<file path="src/rtl/riscv_pkg.sv">
// Shared types and constants for the RISC-V instruction-fetch front end.
package riscv_pkg;

    localparam int XLEN   = 32;
    localparam int INST_W = 32;

    localparam logic [INST_W-1:0] INST_NOP = 32'h0000_0013;

    typedef struct packed {
        logic [XLEN-1:0]   pc;
        logic [INST_W-1:0] inst;
    } fetch_entry_t;

    localparam int ENTRY_W = $bits(fetch_entry_t);

endpackage

</file>
<file path="src/rtl/fetch_fifo.sv">
// Synchronous FIFO of packed fetch entries with single-cycle flush.
// DEPTH must be a power of two so the pointers wrap naturally.
module fetch_fifo
    import riscv_pkg::*;
#(
    parameter int DEPTH = 4
) (
    input  logic                       clk,
    input  logic                       rst,
    input  logic                       flush_i,
    input  logic                       push_i,
    input  logic [ENTRY_W-1:0]         entry_i,
    input  logic                       pop_i,
    output logic [ENTRY_W-1:0]         entry_o,
    output logic                       valid_o,
    output logic [$clog2(DEPTH+1)-1:0] count_o
);

    localparam int PTR_W = $clog2(DEPTH);
    localparam int CNT_W = $clog2(DEPTH + 1);

    logic [ENTRY_W-1:0] mem_q [DEPTH];
    logic [PTR_W-1:0]   rd_ptr_q, rd_ptr_d;
    logic [PTR_W-1:0]   wr_ptr_q, wr_ptr_d;
    logic [CNT_W-1:0]   count_q, count_d;
    logic               do_push;
    logic               do_pop;

    always_comb begin
        do_push  = push_i && !flush_i;
        do_pop   = pop_i && !flush_i && (count_q != '0);
        rd_ptr_d = rd_ptr_q;
        wr_ptr_d = wr_ptr_q;
        count_d  = count_q;
        if (flush_i) begin
            rd_ptr_d = '0;
            wr_ptr_d = '0;
            count_d  = '0;
        end else begin
            if (do_push) wr_ptr_d = wr_ptr_q + PTR_W'(1);
            if (do_pop)  rd_ptr_d = rd_ptr_q + PTR_W'(1);
            count_d = count_q + CNT_W'(do_push) - CNT_W'(do_pop);
        end
    end

    always_ff @(posedge clk or posedge rst) begin
        if (rst) begin
            rd_ptr_q <= '0;
            wr_ptr_q <= '0;
            count_q  <= '0;
        end else begin
            rd_ptr_q <= rd_ptr_d;
            wr_ptr_q <= wr_ptr_d;
            count_q  <= count_d;
        end
    end

    // Storage needs no reset: count_q alone decides which slots are live.
    always_ff @(posedge clk) begin
        if (do_push) mem_q[wr_ptr_q] <= entry_i;
    end

    assign entry_o = mem_q[rd_ptr_q];
    assign valid_o = (count_q != '0);
    assign count_o = count_q;

    a_no_push_when_full: assert property (@(posedge clk) disable iff (rst)
        !(do_push && (count_q == CNT_W'(DEPTH))));

endmodule

</file>
<file path="src/rtl/riscv_fetch_unit.sv">
// Decoupled fetch front end: credit-limited pipelined ROM requests, PC-tagged
// instruction buffer, and discard of in-flight responses after a redirect.
module riscv_fetch_unit
    import riscv_pkg::*;
#(
    parameter int              ADDR_W     = 20,
    parameter int              FIFO_DEPTH = 4,
    parameter logic [XLEN-1:0] RESET_PC   = '0
) (
    input  logic              clk,
    input  logic              rst,
    output logic              rom_req_o,
    input  logic              rom_gnt_i,
    output logic [ADDR_W-1:0] rom_addr_o,
    input  logic              rom_rvalid_i,
    input  logic [INST_W-1:0] rom_rdata_i,
    input  logic              redirect_valid_i,
    input  logic [XLEN-1:0]   redirect_pc_i,
    output logic              inst_valid_o,
    input  logic              inst_ready_i,
    output logic [INST_W-1:0] inst_data_o,
    output logic [XLEN-1:0]   inst_pc_o,
    output logic              misalign_err_o,
    output logic              idle_o
);

    localparam int CNT_W  = $clog2(FIFO_DEPTH + 1);
    localparam int CNT_W1 = CNT_W + 1;

    // Handshakes: a ROM request transfers on a cycle with rom_req_o && rom_gnt_i,
    // and rom_req_o/rom_addr_o hold until then unless a redirect withdraws them;
    // an instruction transfers on inst_valid_o && inst_ready_i; rom_rvalid_i has
    // no back-pressure, which the credit rule below makes safe.

    logic [XLEN-1:0]  fetch_pc_q, fetch_pc_d;
    logic [XLEN-1:0]  resp_pc_q, resp_pc_d;
    logic [CNT_W-1:0] outstanding_q, outstanding_d;
    logic [CNT_W-1:0] drop_cnt_q, drop_cnt_d;
    logic             misalign_q, misalign_d;

    logic [CNT_W-1:0]   fifo_count;
    logic               fifo_valid;
    logic [ENTRY_W-1:0] fifo_head_bits;
    fetch_entry_t       fifo_head;
    fetch_entry_t       push_entry;
    logic [CNT_W:0]     credit_used;
    logic               grant;
    logic               drop;
    logic               push;
    logic               pop;
    logic               unused_pc_bits;

    always_comb begin
        // A slot is reserved for every outstanding request, so the buffer cannot overflow.
        credit_used  = {1'b0, outstanding_q} + {1'b0, fifo_count};
        rom_req_o    = !rst && !redirect_valid_i && (credit_used < CNT_W1'(FIFO_DEPTH));
        grant        = rom_req_o && rom_gnt_i;
        drop         = rom_rvalid_i && (drop_cnt_q != '0);
        push         = rom_rvalid_i && !drop && !redirect_valid_i;
        inst_valid_o = fifo_valid && !redirect_valid_i;
        pop          = inst_valid_o && inst_ready_i;
        push_entry   = '{pc: resp_pc_q, inst: rom_rdata_i};

        fetch_pc_d    = fetch_pc_q;
        resp_pc_d     = resp_pc_q;
        misalign_d    = misalign_q;
        drop_cnt_d    = drop_cnt_q;
        outstanding_d = outstanding_q + CNT_W'(grant) - CNT_W'(rom_rvalid_i);

        if (redirect_valid_i) begin
            // Everything still in flight belongs to the old path and must be discarded.
            fetch_pc_d = {redirect_pc_i[XLEN-1:2], 2'b00};
            resp_pc_d  = {redirect_pc_i[XLEN-1:2], 2'b00};
            misalign_d = |redirect_pc_i[1:0];
            drop_cnt_d = outstanding_d;
        end else begin
            if (grant) fetch_pc_d = fetch_pc_q + XLEN'(4);
            if (push)  resp_pc_d  = resp_pc_q + XLEN'(4);
            if (drop)  drop_cnt_d = drop_cnt_q - CNT_W'(1);
        end
    end

    always_ff @(posedge clk or posedge rst) begin
        if (rst) begin
            fetch_pc_q    <= RESET_PC;
            resp_pc_q     <= RESET_PC;
            outstanding_q <= '0;
            drop_cnt_q    <= '0;
            misalign_q    <= 1'b0;
        end else begin
            fetch_pc_q    <= fetch_pc_d;
            resp_pc_q     <= resp_pc_d;
            outstanding_q <= outstanding_d;
            drop_cnt_q    <= drop_cnt_d;
            misalign_q    <= misalign_d;
        end
    end

    fetch_fifo #(
        .DEPTH (FIFO_DEPTH)
    ) u_fifo (
        .clk     (clk),
        .rst     (rst),
        .flush_i (redirect_valid_i),
        .push_i  (push),
        .entry_i (push_entry),
        .pop_i   (pop),
        .entry_o (fifo_head_bits),
        .valid_o (fifo_valid),
        .count_o (fifo_count)
    );

    assign fifo_head      = fifo_head_bits;
    assign inst_data_o    = inst_valid_o ? fifo_head.inst : INST_NOP;
    assign inst_pc_o      = fifo_head.pc;
    assign rom_addr_o     = fetch_pc_q[ADDR_W+1:2];
    assign misalign_err_o = misalign_q;
    assign idle_o         = (outstanding_q == '0) && (drop_cnt_q == '0);
    assign unused_pc_bits = ^{fetch_pc_q[XLEN-1:ADDR_W+2], fetch_pc_q[1:0]};

    a_no_orphan_rvalid: assert property (@(posedge clk) disable iff (rst)
        !(rom_rvalid_i && (outstanding_q == '0)));

endmodule

</file>
<file path="config.mk">
export PLATFORM = sky130hd
export DESIGN_NAME = riscv_fetch_unit
export DESIGN_NICKNAME = d
export VERILOG_FILES = /design/src/rtl/riscv_pkg.sv /design/src/rtl/fetch_fifo.sv /design/src/rtl/riscv_fetch_unit.sv
export SDC_FILE = /design/constraint.sdc
export NUM_CORES = 1
export LEC_CHECK = 0
export ABC_AREA = 1
export CORE_ASPECT_RATIO = 0.8
export CORE_MARGIN = 5
export CORE_UTILIZATION = 30
export DETAILED_ROUTE_END_ITERATION = 6
export GPL_ROUTABILITY_DRIVEN = 0
export SETUP_SLACK_MARGIN = 0.3
export SYNTH_ARGS = -nofsm -noshare
export SYNTH_HDL_FRONTEND = slang
export SYNTH_SLANG_ARGS = --single-unit
export TNS_END_PERCENT = 20
</file>
<file path="constraint.sdc">
create_clock -name clk -period 4.1 [get_ports clk]
set_input_delay 0.615 -clock clk [delete_from_list [all_inputs] [get_ports clk]]
set_output_delay 0.615 -clock clk [all_outputs]
set_load 0.01 [all_outputs]
</file>
* Word-level counts from Yosys, hierarchy flattened *
Memory sizes are Yosys's and may differ from the RTL's.
Cells that the tools add are included.

storage, ports and cells
  memories = 1
  RAM bits = 256
  bits in read-only memories = 0
  input port bits = 70
  word-level logic and storage cells = 59
  register bits after elaboration = 78
  latch bits = 0
  output and inout bits = 88

operators by class
  bitwise gates (word level) = 0
  eq/ne operators = 0
  multiplexer cells = 14
  divide/modulo/power cells = 0
  reduce and logical (&&, ||, !) cells = 25
  shift operators = 0
  $mul = 0
  magnitude comparators = 1
  add/sub/neg operators = 10

memory list
  memory        words  width  rd ports  clocked after memory_dff  wr ports  RTL line          text
  u_fifo.mem_q  4      64     1         0                         1         fetch_fifo.sv:22  logic [ENTRY_W-1:0] mem_q [DEPTH];

operator list
  kind                                                 count
  two-way mux 32 bit                                   5
  adder 32 x 3 -> 32 bit (second input constant)       2
  logical AND 1 bit                                    12
  nonzero test 2 bit                                   5
  two-way mux 3 bit                                    3
  two-way mux 2 bit                                    4
  adder 3 x 1 -> 3 bit                                 2
  logical NOT 3 bit                                    2
  nonzero test 3 bit                                   2
  subtractor 3 x 1 -> 3 bit                            2
  adder 2 x 1 -> 2 bit (second input constant)         2
  adder 3 x 3 -> 4 bit                                 1
  < comparator 4 x 3 -> 1 bit (second input constant)  1
  logical NOT 1 bit                                    3
  subtractor 3 x 1 -> 3 bit (second input constant)    1
  two-way mux 1 bit                                    2
  OR reduction 2 bit                                   1

* Longest topological paths before layout *
  depth in word-level cells = 9
  depth in mapped cells = 14
  gate-level depth less buffers = 13

* By module *
Synthesis repeated with hierarchy kept, for this count alone.

unflattened totals
  cell total of the unflattened synthesis = 1448
  area total of the unflattened synthesis = 15020.7 um2

by module, submodules not included
  module            area an instance (um2)  seq. area each (um2)  cells each  times used
  fetch_fifo        10862.9                 7862.5                810         1
  riscv_fetch_unit  4157.7                  1426.4                638         1

* Worst setup path after synthesis *
Ideal clock, no wire load.

  path type = input-to-reg
  from = input port rom_rvalid_i
  to = memory u_fifo.mem_q[0][0] in the netlist's numbering, enable pin
  library setup time = 0.482 ns
  buffers on the path = 1
  arrival time = 3.736 ns
  stages on the path = 5
  setup slack = -0.118 ns
  required time = 3.618 ns
  cell sequence = nand3_1 inv_1 nand2_2 buf_2 nor2_1

on the way
  longest elaborated chain between the ends = 7

ends and longest elaborated chain
  item                                       RTL line                text
  start, declared                            riscv_fetch_unit.sv:15  input logic rom_rvalid_i,
  logical AND 1 bit                          riscv_fetch_unit.sv:58  drop = rom_rvalid_i && (drop_cnt_q != '0);
  logical NOT 1 bit                          riscv_fetch_unit.sv:59  push = rom_rvalid_i && !drop && !redirect_valid_i;
  logical AND 1 bit * (2 in series)          riscv_fetch_unit.sv:59
  logical AND 1 bit *                        fetch_fifo.sv:30        do_push = push_i && !flush_i;
  two-way mux 1 bit *                        fetch_fifo.sv:60        if (do_push) mem_q[wr_ptr_q] <= entry_i;
  two-way mux 1 bit (implied by the code) *  fetch_fifo.sv:60
  end, declared                              fetch_fifo.sv:22

Every way passes the cells marked *; elsewhere a longest branch is shown, timed or not.

* Worst setup path after layout *
  from = register u_fifo.rd_ptr_q[0]
  to = output port inst_data_o[0]

on the way
  longest elaborated chain between the ends = 2

ends and longest elaborated chain
  item                    RTL line                 text
  start, declared         fetch_fifo.sv:23         logic [PTR_W-1:0] rd_ptr_q, rd_ptr_d;
  start signal, assigned  fetch_fifo.sv:52         rd_ptr_q <= rd_ptr_d;
  memory (4 x 64 bit)     -
  two-way mux 32 bit      riscv_fetch_unit.sv:114  assign inst_data_o = inst_valid_o ? fifo_head.inst : INST_NOP;
  end, declared           riscv_fetch_unit.sv:21   output logic [INST_W-1:0] inst_data_o,

No other way between the ends.

==> metrics.cfg <==
[final_layout]
fillCellCount=4343
finalNetCount=1532
syn_to_final_growth_pct=23.9
diodes=0
seqCellArea_um2=9050
drive_gt1_share_pct=7.55
final_common_cell=edfxtp_1
final_cell_mix=edfxtp_1 (248), nor2_1 (242), nand2_1 (198)
multi_input_area_um2=4110

[floorplanning]
die_area_um2=50100
coreArea_um2=45500
std_cell_rows=70
pin_count=158
dieHeight_um=201
die_x_um=249
initial_core_util_pct=30.1

[min_path]
worstHoldPathCells=2
worst_hold_startpoint=misalign_err_o
hold-path-endpoint=misalign_err_o
hold_class=reg -> reg

[status]
status=finished, final reports clean

[sta]
slew_violations=0
max_freq_mhz=283
max_slew_margin_pct=39.7
period_needed_ns=3.53
whs_ns=0.483
skew_ns=0.0168
min_period_over_period_pct=86.0
worst_pin_slew_ns=0.904
hold_violations=0
rsz0062_at_grt=false
setup_viol=0

[critical_path]
r2r_cells=11
slowest_stage=clkdlybuf4s50_1
critPathKind=reg -> out
worstSetupEndpointType=primary output
crit_required_ns=3.48
reg2reg_to=u_fifo.count_o[2]
cp_common_cell=nor2_1
critPathMaxFanout=43
cp_top_family=buffers and inverters
slowest_delay_ns=0.51
r2r-start=u_fifo.count_o[1]
path_buf_inv=3
crit_arrival_ns=2.91
r2r_setup_slack_ns=1.32
start_kind=register
worstPathCellList=clkinv_2 > buf_4 > nor2_1 > nor2_1 > o21ai_0 > o311ai_1 > clkdlybuf4s50_1

[power_and_ir_drop]
total_power_uw=9040
intPower_uw=6180
p_comb_share_pct=25.3
switching_share_pct=31.6
seq_power_share_pct=44.0
power.switching_uw=2860
ir_drop_mv=0.338
p_per_area_nw_per_um2=533
power.leakage_uw=0.00622
clkPwrFrac_pct=30.6

[job]
drv_cap=0

[logic_synthesis]
postSynthAreaPerCell_um2=10.6
synth_seq_area_share_pct=66.1
synth_top_cell_by_area=edfxtp_1
synthFlopType=edfxtp_1
synth_edf_count=248
synth_top_area_share_pct=54.4
synth_cell_types=38
ys_warn_count=0
syn-cell-area_um2=13700
synthTopCellsByArea=edfxtp_1 (54%), dfrtp_1 (12%), nor2_1 (6.7%)
async_reset_ff_share_pct=20.5
ys_ff_latch=312
synthCells=1296

[detailed_routing]
via_per_inst=4.81
num_vias=10000
wirelength_um=36900
drc_errors=0
highest_layer=met5
met3_length_um=2990
drtAntennaViolNets=0
dr.pass1.iters=5
met2_length_um=15500
wl_per_cell_um=17.7
drt-initial-drc-count=841
wl_met1_um=18000

[clocking]
clock-sinks=312
cts-buffers-inserted=31
insertion_delay_ns=0.58
post_cts_resized=0
h-tree-depth=1
root_buffer=clkbuf_16
path_clk_slew_ns=0.07
cts_tree=built
post_cts_buffers=0
cts_max_path_buffers=3
hold_buffers=0

[grt]
antenna_found_initial=1
overflow=0
grt_pass1_wl_um=57300
grt_pass1_vias=9826
grt_max_degree=126
grt_usage_pct=14.2

[placement]
numPortBuffers=155
dp_hpwl_um=23100

[final cells by class]
type / instances / area share [%]
Sequential cell: 312 / 53.4
Tap cell: 612 / 4.51
Clock buffer: 48 / 5.21
Timing Repair Buffer: 176 / 10.3
Inverter: 80 / 1.78
Clock inverter: 10 / 0.605
Multi-Input combinational cell: 845 / 24.2
[layer usage]
metal  up-vias  track usage [%]
li1       4764                -
met1      4843             22.2
met2       379             20.8
met3        37             2.97
met4         2             2.09
met5         -                0
[cell families (layout without fill, tap and decap cells)]
logic type,after synthesis,count (layout),synth area share (%)
other cells,1,2,0.0274
flops,312,312,66.1
compound gates,242,242,9.47
simple gates,569,569,17.7
buf+inv,140,314,4.18
xor+xnor,16,16,1.02
fa+ha+maj,16,16,1.57
[registers in the layout (all words and copies together), names as in the netlist]
signal / flops
drop_cnt_q: 3
misalign_err_o: 1
resp_pc_q: 30
u_fifo.wr_ptr_q: 2
fetch_pc_q: 20
u_fifo.mem_q: 248
u_fifo.rd_ptr_q: 2
outstanding_q: 3
u_fifo.count_o: 3
[worst register-to-register path, stage by stage, from the launching register on]
cell     delay, ns
dfrtp_1       0.45
nor2_1        0.07
nand2_1       0.06
nand2_1       0.47
nor2_1        0.42
ha_1          0.29
inv_1         0.06
ha_1          0.14
inv_1         0.05
fa_1          0.39
o21ai_0       0.20
a21oi_1       0.06
[cell usage after synthesis (5+ instances only)]
cell type  number
o21ai_0       150
nand2_1       198
buf_4           5
nand2_2         5
dfrtp_1        64
nand4_1         7
clkbuf_1       31
inv_2           5
buf_1           6
ha_1           14
inv_1          75
nor2_1        246
edfxtp_1      248
o211ai_1       11
nor2_2         11
nor2_4          7
buf_2          17
o22ai_1        31
xor2_1         13
a21oi_1        42
nand3_1        80
[worst max-delay path by stage]
stage	from	to	depth (start not counted)
2_1_floorplan	rom_rvalid_i	u_fifo.mem_q[0][0]	5
3_3_place_gp	redirect_valid_i	inst_data_o[10]	6
3_5_place_dp	rom_rvalid_i	u_fifo.mem_q[0][15]	6
4_1_cts	u_fifo.rd_ptr_q[0]	inst_data_o[0]	7
5_1_grt	u_fifo.rd_ptr_q[0]	inst_data_o[0]	7
6_report	u_fifo.rd_ptr_q[0]	inst_data_o[0]	7
[through the flow]
stage,std cells,instance area [um^2],setup slack (ns),setup TNS [ns],util [%]
6_report,2083,17000,0.572,0,37.3
2_1_floorplan,1297,13700,-0.118,-29.21,-
5_1_grt,2083,17000,0.354,0,37.3
3_5_place_dp,2025,16000,1.04,0,35.2
3_3_place_gp,2025,16000,1.04,0,35.2
4_1_cts,2083,17000,0.489,0,37.3
[power groups by stage]
stage	combinational (uW)	sequential, uW	clock (uW)
after floorplan	1270	3950	0
after global placement	2290	4030	0
after detailed placement	2320	4040	0
after CTS	2330	3970	2840
after global routing	2550	4010	2980
final	2290	3980	2770
Power figures use the tool's default switching activity.
